<file path="src/rtl/reg_link_writer.sv">
// reg_link_writer: host-side transmitter for the two-phase byte-serial
// register write link. Sends the low byte, drops data_part, sends the high
// byte, then raises data_part to commit. Optionally waits for the receiver's
// echo of each data_part edge before starting the hold count.
//
// state    | meaning
// ---------+----------------------------------------------------------
// IDLE     | ready for a request, data_part high, link data parked
// LO_SETUP | low byte and address driven, data_part still high
// LO_HOLD  | data_part low (low byte latched by receiver), holding
// HI_SETUP | high byte driven, data_part still low
// HI_HOLD  | data_part high (write committed by receiver), holding
module reg_link_writer #(
  parameter int ADDR_BITS      = 3,
  parameter int SETUP_CYCLES   = 2,
  parameter int HOLD_CYCLES    = 4,
  parameter int TIMEOUT_CYCLES = 255
) (
  input  logic                 clk,
  input  logic                 reset,
  input  logic                 in_valid,
  output logic                 in_ready,
  input  logic [ADDR_BITS-1:0] in_addr,
  input  logic [15:0]          in_data,
  input  logic                 echo_en,
  output logic [7:0]           data_out,
  output logic [ADDR_BITS-1:0] addr_out,
  output logic                 data_part_out,
  output logic                 echo_out,
  input  logic                 echo_in,
  output logic                 busy,
  output logic                 done,
  output logic                 timeout_err
);

  typedef enum logic [2:0] {
    IDLE     = 3'd0,
    LO_SETUP = 3'd1,
    LO_HOLD  = 3'd2,
    HI_SETUP = 3'd3,
    HI_HOLD  = 3'd4
  } state_t;

  // Down-counters load N-1 and finish on the cycle they read zero.
  localparam logic [3:0] SETUP_LOAD = 4'(SETUP_CYCLES - 1);
  localparam logic [3:0] HOLD_LOAD  = 4'(HOLD_CYCLES - 1);
  localparam logic [7:0] TMO_LOAD   = 8'(TIMEOUT_CYCLES - 1);

  state_t      state;
  logic [3:0]  phase_cnt;
  logic [7:0]  tmo_cnt;
  logic        hold_go;
  logic        echo_mode;
  logic [7:0]  hi_byte;
  logic        echo_meta;
  logic        echo_sync;
  logic        hold_run;
  logic        tmo_hit;

  // The echo line shadows data_part exactly; the receiver loops it back.
  assign echo_out = data_part_out;

  // Hold counting proceeds once the echo has matched (or timed out), or
  // immediately when echo acknowledgement is not in use.
  assign hold_run = !echo_mode || hold_go || (echo_sync == data_part_out);
  assign tmo_hit  = (tmo_cnt == 8'd0);

  // Two-flop synchroniser for the asynchronous echo return; idles high.
  always_ff @(posedge clk) begin
    if (reset) begin
      echo_meta <= 1'b1;
      echo_sync <= 1'b1;
    end else begin
      echo_meta <= echo_in;
      echo_sync <= echo_meta;
    end
  end

  // Link sequencer: all link and handshake outputs are registered here.
  always_ff @(posedge clk) begin
    if (reset) begin
      state         <= IDLE;
      phase_cnt     <= 4'd0;
      tmo_cnt       <= 8'd0;
      hold_go       <= 1'b0;
      echo_mode     <= 1'b0;
      hi_byte       <= 8'd0;
      data_out      <= 8'd0;
      addr_out      <= '0;
      data_part_out <= 1'b1;
      in_ready      <= 1'b1;
      busy          <= 1'b0;
      done          <= 1'b0;
      timeout_err   <= 1'b0;
    end else begin
      done <= 1'b0;
      case (state)
        IDLE: begin
          data_part_out <= 1'b1;
          if (in_valid && in_ready) begin
            state       <= LO_SETUP;
            phase_cnt   <= SETUP_LOAD;
            echo_mode   <= echo_en;
            hi_byte     <= in_data[15:8];
            data_out    <= in_data[7:0];
            addr_out    <= in_addr;
            in_ready    <= 1'b0;
            busy        <= 1'b1;
            timeout_err <= 1'b0;
          end
        end

        LO_SETUP, HI_SETUP: begin
          if (phase_cnt == 4'd0) begin
            state         <= (state == LO_SETUP) ? LO_HOLD : HI_HOLD;
            phase_cnt     <= HOLD_LOAD;
            tmo_cnt       <= TMO_LOAD;
            hold_go       <= 1'b0;
            data_part_out <= (state == HI_SETUP);
          end else begin
            phase_cnt <= phase_cnt - 4'd1;
          end
        end

        LO_HOLD, HI_HOLD: begin
          if (hold_run) begin
            hold_go <= 1'b1;
            if (phase_cnt == 4'd0) begin
              if (state == LO_HOLD) begin
                state     <= HI_SETUP;
                phase_cnt <= SETUP_LOAD;
                data_out  <= hi_byte;
              end else begin
                state    <= IDLE;
                in_ready <= 1'b1;
                busy     <= 1'b0;
                done     <= 1'b1;
              end
            end else begin
              phase_cnt <= phase_cnt - 4'd1;
            end
          end else if (tmo_hit) begin
            // No abort on timeout: flag it and carry on so the word stays intact.
            timeout_err <= 1'b1;
            hold_go     <= 1'b1;
          end else begin
            tmo_cnt <= tmo_cnt - 8'd1;
          end
        end

        default: begin
          state <= IDLE;
        end
      endcase
    end
  end

endmodule

</file>
<file path="config.mk">
export PLATFORM = sky130hd
export DESIGN_NAME = reg_link_writer
export DESIGN_NICKNAME = d
export VERILOG_FILES = /design/src/rtl/reg_link_writer.sv
export SDC_FILE = /design/constraint.sdc
export NUM_CORES = 1
export LEC_CHECK = 0
export CORE_UTILIZATION = 55
export CTS_BUF_LIST = sky130_fd_sc_hd__clkbuf_4
export CTS_CLUSTER_SIZE = 14
export DETAILED_ROUTE_END_ITERATION = 16
export PLACE_DENSITY = 0.84
export SETUP_SLACK_MARGIN = 0.4
export SYNTH_ARGS = -nofsm -noshare
export SYNTH_HDL_FRONTEND = slang
export SYNTH_SLANG_ARGS = --single-unit
</file>
<file path="constraint.sdc">
create_clock -name clk -period 3.9 [get_ports clk]
set_input_delay 0.78 -clock clk [delete_from_list [all_inputs] [get_ports clk]]
set_output_delay 0.78 -clock clk [all_outputs]
set_load 0.02 [all_outputs]
</file>
==> flow_summary.json, run 1 <==
{
  "total_detailed_routing_wirelength_um": 4680,
  "synth_area_mm2": 0.00219,
  "final_area_mm2": 0.00267,
  "fin_max_slew_vios": 0,
  "timing.critical_path.slowest_cell_delay_ns": 0.80,
  "worst-path-stages": 4,
  "coreArea_mm2": 0.00374,
  "worst-slew-pin-transition_ns": 0.951,
  "layout-drive-gt1-share_pct": 11.4,
  "synth-seq-cells": 43,
  "rows": 22,
  "vdd.ir_drop.worst_mv": 0.463,
  "totalNegativeSetupSlack_ns": 0,
  "detail_route.first_pass.iterations": 4,
  "post_dp_cell_area_mm2": 0.00260,
  "worstPathBufferInverterCount": 1,
  "finalWeightedCongestion": 0.860,
  "io-pin-count": 41,
  "synthDominantCellAreaShare_pct": 39.4,
  "finish.utilization_pct": 71.2,
  "insertion_delay_ns": 0.35,
  "die_width_um": 65.1,
  "layout_setup_ws_ns": 1.43,
  "most-common-layout-cells": "43 x sky130_fd_sc_hd__dfxtp_1, 40 x sky130_fd_sc_hd__clkdlybuf4s50_1, 20 x sky130_fd_sc_hd__nor2_1, 20 x sky130_fd_sc_hd__a21oi_1, 12 x sky130_fd_sc_hd__mux2i_1",
  "switching_power_mw": 0.815,
  "grt_max_degree": 44,
  "path_delay_family": "compound AO/OA/AOI/OAI gates",
  "grt_util_all_layers_pct": 24.4,
  "max-clock-path-buffers": 2,
  "post_cts.repair.setup_buffers": 0,
  "max_slew_margin_pct": 36.1,
  "vias_cell": 5.92,
  "grt_first_pass_wirelength_um": 8130,
  "tritoncts_clock_tree": "done",
  "initial_core_util_pct": 58.4,
  "drtIter0Drc": 162,
  "hold_slack_ns": 0.442,
  "synthArstFlopShare_pct": 0,
  "max-cap-violations": 0,
  "arrival_ns": 2.73,
  "worstPathCellList": "clkinv_1 -> o22ai_1 -> o32ai_1 -> a32o_1",
  "data_required_critical_path_ns": 4.16,
  "synthesis.instances": 245,
  "power_frac_comb_pct": 50.7,
  "post-route-drc-count": 0,
  "detail_route.wl_per_cell_um": 14.3,
  "power_mw": 1.88,
  "yosys.area.top_type": "sky130_fd_sc_hd__dfxtp_1",
  "synth_sequential_area_ratio_pct": 39.4,
  "synth_ff_type": "sky130_fd_sc_hd__dfxtp_1",
  "seq_power_share_pct": 37.4,
  "period_minus_slack_ns": 2.47,
  "portBuffers": 40,
  "fmax_mhz": 405,
  "p_per_area_mw_per_mm2": 705,
  "r2r_end": "phase_cnt[2]",
  "timing_hold_violations_final": 0,
  "post_cts_hold_buffer_count": 0,
  "n_antenna_cell": 0,
  "worstHoldPathType": "flip-flop to flip-flop",
  "crit_start": "state[0]",
  "area_growth_syn_to_layout_pct": 21.9,
  "cts_resized": 0,
  "place.detailed.hpwl_um": 3440,
  "cell_types_occupying_the_most_area_after_synthesis": "sky130_fd_sc_hd__dfxtp_1 39%, sky130_fd_sc_hd__mux2i_1 5.5%, sky130_fd_sc_hd__a21oi_1 4.6%",
  "route.vias.total": 1943,
  "finish.net_count": 307,
  "ff2ff_setup_slack_ns": 1.43,
  "worst_r2r_startpoint": "state[0]",
  "setup-violations-final": 0,
  "ys.warnings.count": 0,
  "endpoint_kind": "flip-flop",
  "mappedNetlistNets": 273,
  "globalRouteOverflowTotal": 0,
  "fillers": 319,
  "worst_setup_path_start_kind": "flip-flop",
  "post_synth_num_cell_types": 54,
  "switching_share_pct": 43.4,
  "result_of_the_run": "completed",
  "synth-edff-count": 0,
  "tritoncts_num_sinks": 43,
  "first_global_vias": 1827,
  "dpl.cell_count": 320,
  "post_synth.cell_area_avg_um2": 8.93,
  "final_common_cell": "sky130_fd_sc_hd__dfxtp_1",
  "cp_max_fo": 19,
  "die_y_um": 65.1,
  "clockPowerShare_pct": 11.9,
  "clkSlewWorstSetupHoldPaths_ns": 0.13,
  "timing.final.crit_share_pct": 63.3,
  "cts_root_buffer": "sky130_fd_sc_hd__clkbuf_4",
  "detailedPlace.worstSlack_ns": 1.25,
  "cts_htree_levels": 2,
  "antenna_found_initial": 0,
  "p_int_mw": 1.06,
  "die-area_mm2": 0.00423,
  "worst_clock_skew_ns": 0.00943,
  "post_layout_nonfiller_instances": 328,
  "worst_path_max_delay_cell": "sky130_fd_sc_hd__dfxtp_1",
  "rsz_0062_raised_after_global_routing": "no",
  "crit_end": "phase_cnt[2]",
  "critPathKind": "flip-flop to flip-flop",
  "ant_nets": 0,
  "leakage_nw": 0.973,
  "cts_inserted_buffers": 5,
  "reg2regPathDepth": 4
}
-- flip-flops by register name (all words and copies together), names as in the netlist, 3 cells and up --
name and flops:
hi_byte 8, data_out 8, addr_out 3, tmo_cnt 8, state 3, phase_cnt 4
-- routing by layer --
metal	global-route usage (%)	vias up	wire length, µm
met1	31.0	906	2110
met5	0	-	0
li1	-	971	-
met3	5.63	7	246
met4	7.61	0	55
met2	40.6	59	2280
-- worst min path at each step --
stage,startpoint,to,slack (ns),cells after the start
after floorplan,echo_meta,echo_sync,0.39,1
after global placement,echo_meta,echo_sync,0.41,1
after detailed placement,echo_meta,echo_sync,0.41,1
after CTS,echo_meta,echo_sync,0.45,1
after global routing,echo_meta,echo_sync,0.45,1
final,echo_meta,echo_sync,0.44,1
-- logic make-up after synthesis --
group | count (synthesis) | share of synthesized area, %
DFF | 43 | 39.4
and+or+nand+nor | 84 | 21.9
xor gates and xnor gates | 5 | 2.35
adders and majority gates | 4 | 2.29
buffers and inverters | 25 | 4.63
muxes | 20 | 9.61
AOI/OAI and AO/OA | 64 | 19.9
-- area by class of cell --
class,count,area [µm²],share of cell area (%)
clock inverter,3,23.8,0.892
inverter,11,41.3,1.55
clock buffer,5,37.5,1.41
timing repair buffer,41,408,15.3
multi-input combinational,177,1230,46.3
tap,48,60.1,2.25
sequential,43,861,32.3
-- synthesized netlist by cell type, types with 2 or more instances --
library cell               count
sky130_fd_sc_hd__a211oi_1      2
sky130_fd_sc_hd__a21oi_1      20
sky130_fd_sc_hd__a311oi_1      4
sky130_fd_sc_hd__a31o_2        2
sky130_fd_sc_hd__a31oi_1       4
sky130_fd_sc_hd__a32o_1        2
sky130_fd_sc_hd__buf_1         2
sky130_fd_sc_hd__buf_2         3
sky130_fd_sc_hd__clkbuf_1      8
sky130_fd_sc_hd__dfxtp_1      43
sky130_fd_sc_hd__ha_1          4
sky130_fd_sc_hd__inv_1        10
sky130_fd_sc_hd__mux2_2        8
sky130_fd_sc_hd__mux2i_1      12
sky130_fd_sc_hd__nand2_1       8
sky130_fd_sc_hd__nand2b_1      3
sky130_fd_sc_hd__nand3_1      11
sky130_fd_sc_hd__nand4_1       2
sky130_fd_sc_hd__nor2_1       20
sky130_fd_sc_hd__nor2b_1      10
sky130_fd_sc_hd__nor3_1       10
sky130_fd_sc_hd__nor3b_1       2
sky130_fd_sc_hd__o211ai_1      2
sky130_fd_sc_hd__o21ai_0      10
sky130_fd_sc_hd__o22ai_1       2
sky130_fd_sc_hd__o31ai_1       3
sky130_fd_sc_hd__o32ai_1       2
sky130_fd_sc_hd__o41ai_1       2
sky130_fd_sc_hd__or2_2         4
sky130_fd_sc_hd__or3_1         2
sky130_fd_sc_hd__or4_1         3
sky130_fd_sc_hd__xnor2_1       2
sky130_fd_sc_hd__xor2_1        2
-- worst register-to-register path, stage by stage, from the launching register on --
cell                       delay, ns
sky130_fd_sc_hd__dfxtp_1        0.80
sky130_fd_sc_hd__clkinv_1       0.59
sky130_fd_sc_hd__o22ai_1        0.56
sky130_fd_sc_hd__o32ai_1        0.16
sky130_fd_sc_hd__a32o_1         0.27
-- power by group through the flow --
stage / clock network (mW) / registers (mW) / logic [mW]
6_report: 0.223 / 0.703 / 0.954
5_1_grt: 0.247 / 0.726 / 1.06
4_1_cts: 0.228 / 0.702 / 0.952
3_5_place_dp: 0 / 0.711 / 0.947
3_3_place_gp: 0 / 0.704 / 0.924
2_1_floorplan: 0 / 0.692 / 0.710
(Power assumes the default switching activity.)
==> run 2: changes to the inputs <==
CORE_UTILIZATION = 54   (was 55)
PLACE_DENSITY = 0.82   (was 0.84)
clock period = 2.45 ns   (was 3.9 ns; I/O delays follow)
==> run 2 against run 1 <==
  * Power is 74% higher
  * Worst setup slack worse by 0.94 ns
  * First-iteration DRC count is 54% higher
  * Sequential power is 56% higher
  * Sequential cell count stayed put
  * Critical path type is now flip-flop to output pin
  * Critical endpoint is now echo_out
  * Largest cell class unchanged
==> flow_summary.json, run 2 (same netlist as run 1, synthesis figures left out) <==
{
  "worst_setup_path_start_kind": "flip-flop",
  "detailedPlace.worstSlack_ns": 0.315,
  "worst_clock_skew_ns": 0.00640,
  "place.detailed.hpwl_um": 3440,
  "r2r_end": "tmo_cnt[6]",
  "worstHoldPathType": "flip-flop to flip-flop",
  "rsz_0062_raised_after_global_routing": "no",
  "arrival_ns": 1.47,
  "totalNegativeSetupSlack_ns": 0,
  "timing.critical_path.slowest_cell_delay_ns": 0.65,
  "area_growth_syn_to_layout_pct": 27.8,
  "ant_nets": 0,
  "seq_power_share_pct": 33.7,
  "period_minus_slack_ns": 1.96,
  "finish.net_count": 316,
  "fin_max_slew_vios": 0,
  "endpoint_kind": "output pin",
  "cts_htree_levels": 2,
  "post_dp_cell_area_mm2": 0.00268,
  "setup-violations-final": 0,
  "n_antenna_cell": 0,
  "die_width_um": 65.6,
  "data_required_critical_path_ns": 1.96,
  "rows": 22,
  "io-pin-count": 41,
  "layout_setup_ws_ns": 0.494,
  "worst_path_max_delay_cell": "sky130_fd_sc_hd__clkdlybuf4s50_1",
  "final_area_mm2": 0.00280,
  "detail_route.wl_per_cell_um": 14.2,
  "tritoncts_clock_tree": "done",
  "leakage_nw": 1.05,
  "drtIter0Drc": 250,
  "total_detailed_routing_wirelength_um": 4800,
  "detail_route.first_pass.iterations": 4,
  "grt_first_pass_wirelength_um": 8540,
  "timing_hold_violations_final": 0,
  "worst-slew-pin-transition_ns": 0.561,
  "first_global_vias": 1908,
  "insertion_delay_ns": 0.35,
  "portBuffers": 40,
  "worstHoldStart": "echo_meta",
  "worstPathBufferInverterCount": 1,
  "worst_r2r_startpoint": "data_part_out",
  "vdd.ir_drop.worst_mv": 0.504,
  "clockPowerShare_pct": 13.8,
  "finalWeightedCongestion": 0.856,
  "globalRouteOverflowTotal": 0,
  "result_of_the_run": "completed",
  "worstHoldEndpoint": "echo_sync",
  "die_y_um": 65.6,
  "fillers": 290,
  "holdPathStages": 1,
  "grt_max_degree": 49,
  "timing.final.crit_share_pct": 79.8,
  "fmax_mhz": 511,
  "reg_top3": "data_out: 8 flops, hi_byte: 8 flops, tmo_cnt: 8 flops",
  "p_int_mw": 1.92,
  "layout-drive-gt1-share_pct": 15.6,
  "max-clock-path-buffers": 2,
  "tritoncts_num_sinks": 43,
  "coreArea_mm2": 0.00377,
  "cp_max_fo": 6,
  "die-area_mm2": 0.00431,
  "max_slew_margin_pct": 62.3,
  "grt_util_all_layers_pct": 25.4,
  "initial_core_util_pct": 58.0,
  "switching_share_pct": 41.2,
  "post_cts_hold_buffer_count": 0,
  "p_per_area_mw_per_mm2": 1170,
  "ff2ff_setup_slack_ns": 0.54,
  "cts_inserted_buffers": 5,
  "vias_cell": 5.86,
  "route.vias.total": 1975,
  "reg2regPathDepth": 4,
  "most-common-layout-cells": "40 x sky130_fd_sc_hd__dfxtp_1, 40 x sky130_fd_sc_hd__clkdlybuf4s50_1, 20 x sky130_fd_sc_hd__nor2_1, 20 x sky130_fd_sc_hd__a21oi_1, 12 x sky130_fd_sc_hd__mux2i_1",
  "switching_power_mw": 1.34,
  "clkSlewWorstSetupHoldPaths_ns": 0.13,
  "path_delay_family": "buffers and inverters",
  "post-route-drc-count": 0,
  "worstPathCellList": "clkdlybuf4s50_1",
  "critPathKind": "flip-flop to output pin",
  "power_frac_comb_pct": 52.5,
  "cts_root_buffer": "sky130_fd_sc_hd__clkbuf_4",
  "max-cap-violations": 0,
  "antenna_found_initial": 0
}
run 2: changes by cell type in the layout (fill, tap and decap cells not counted), moves of 2 or more:
cell / change
sky130_fd_sc_hd__buf_4: +7
sky130_fd_sc_hd__clkinvlp_4: -2
sky130_fd_sc_hd__dfxtp_2: +3
sky130_fd_sc_hd__dfxtp_1: -3
sky130_fd_sc_hd__buf_12: +2
run 2: per-layer routing:
layer,track usage [%],vias to the layer above,wire [µm]
met5,0,-,0
li1,-,983,-
met3,5.90,4,217
met2,41.7,62,2280
met4,5.71,0,34
met1,33.5,926,2270
run 2: worst max-delay path by stage:
stage / start / end / slack, ns / depth (start not counted)
detailed placement: in_valid / data_out[3] / 0.31 / 5
floorplan: data_part_out / data_out[0] / 0.66 / 4
global route: data_part_out / echo_out / 0.41 / 1
global placement: in_valid / data_out[2] / 0.36 / 5
CTS: phase_cnt[0] / data_out[3] / 0.40 / 7
finish: data_part_out / echo_out / 0.49 / 1
run 2: cell type report:
cell class	count	area [µm²]	area share (%)
clock buffer	5	37.5	1.34
clock inverter	3	43.8	1.57
inverter	11	41.3	1.48
multi-input combinational	177	1250	44.6
sequential	43	865	30.9
tap	48	60.1	2.15
timing repair buffer	50	500	17.9
run 2: timing repair:
action | CTS | global route
endpoints found under the setup margin | 0 | 17
gates resized for setup | 0 | 5
buffers inserted | 0 | 1
run 2: through the flow:
step,cells,power [mW],util [%],hold slack (ns)
after CTS,336,3.18,73.1,0.446
after detailed placement,328,2.73,71.0,0.412
after floorplan,245,2.23,-,0.389
after global routing,337,3.52,74.1,0.471
after global placement,328,2.69,71.0,0.393
final,337,3.27,74.1,0.446
run 2: power by group through the flow:
stage | Sequential [mW] | Clock, mW | Combinational (mW)
floorplan | 1.10 | 0 | 1.13
global placement | 1.10 | 0 | 1.59
detailed placement | 1.11 | 0 | 1.63
CTS | 1.09 | 0.455 | 1.64
global route | 1.14 | 0.497 | 1.89
finish | 1.10 | 0.450 | 1.71
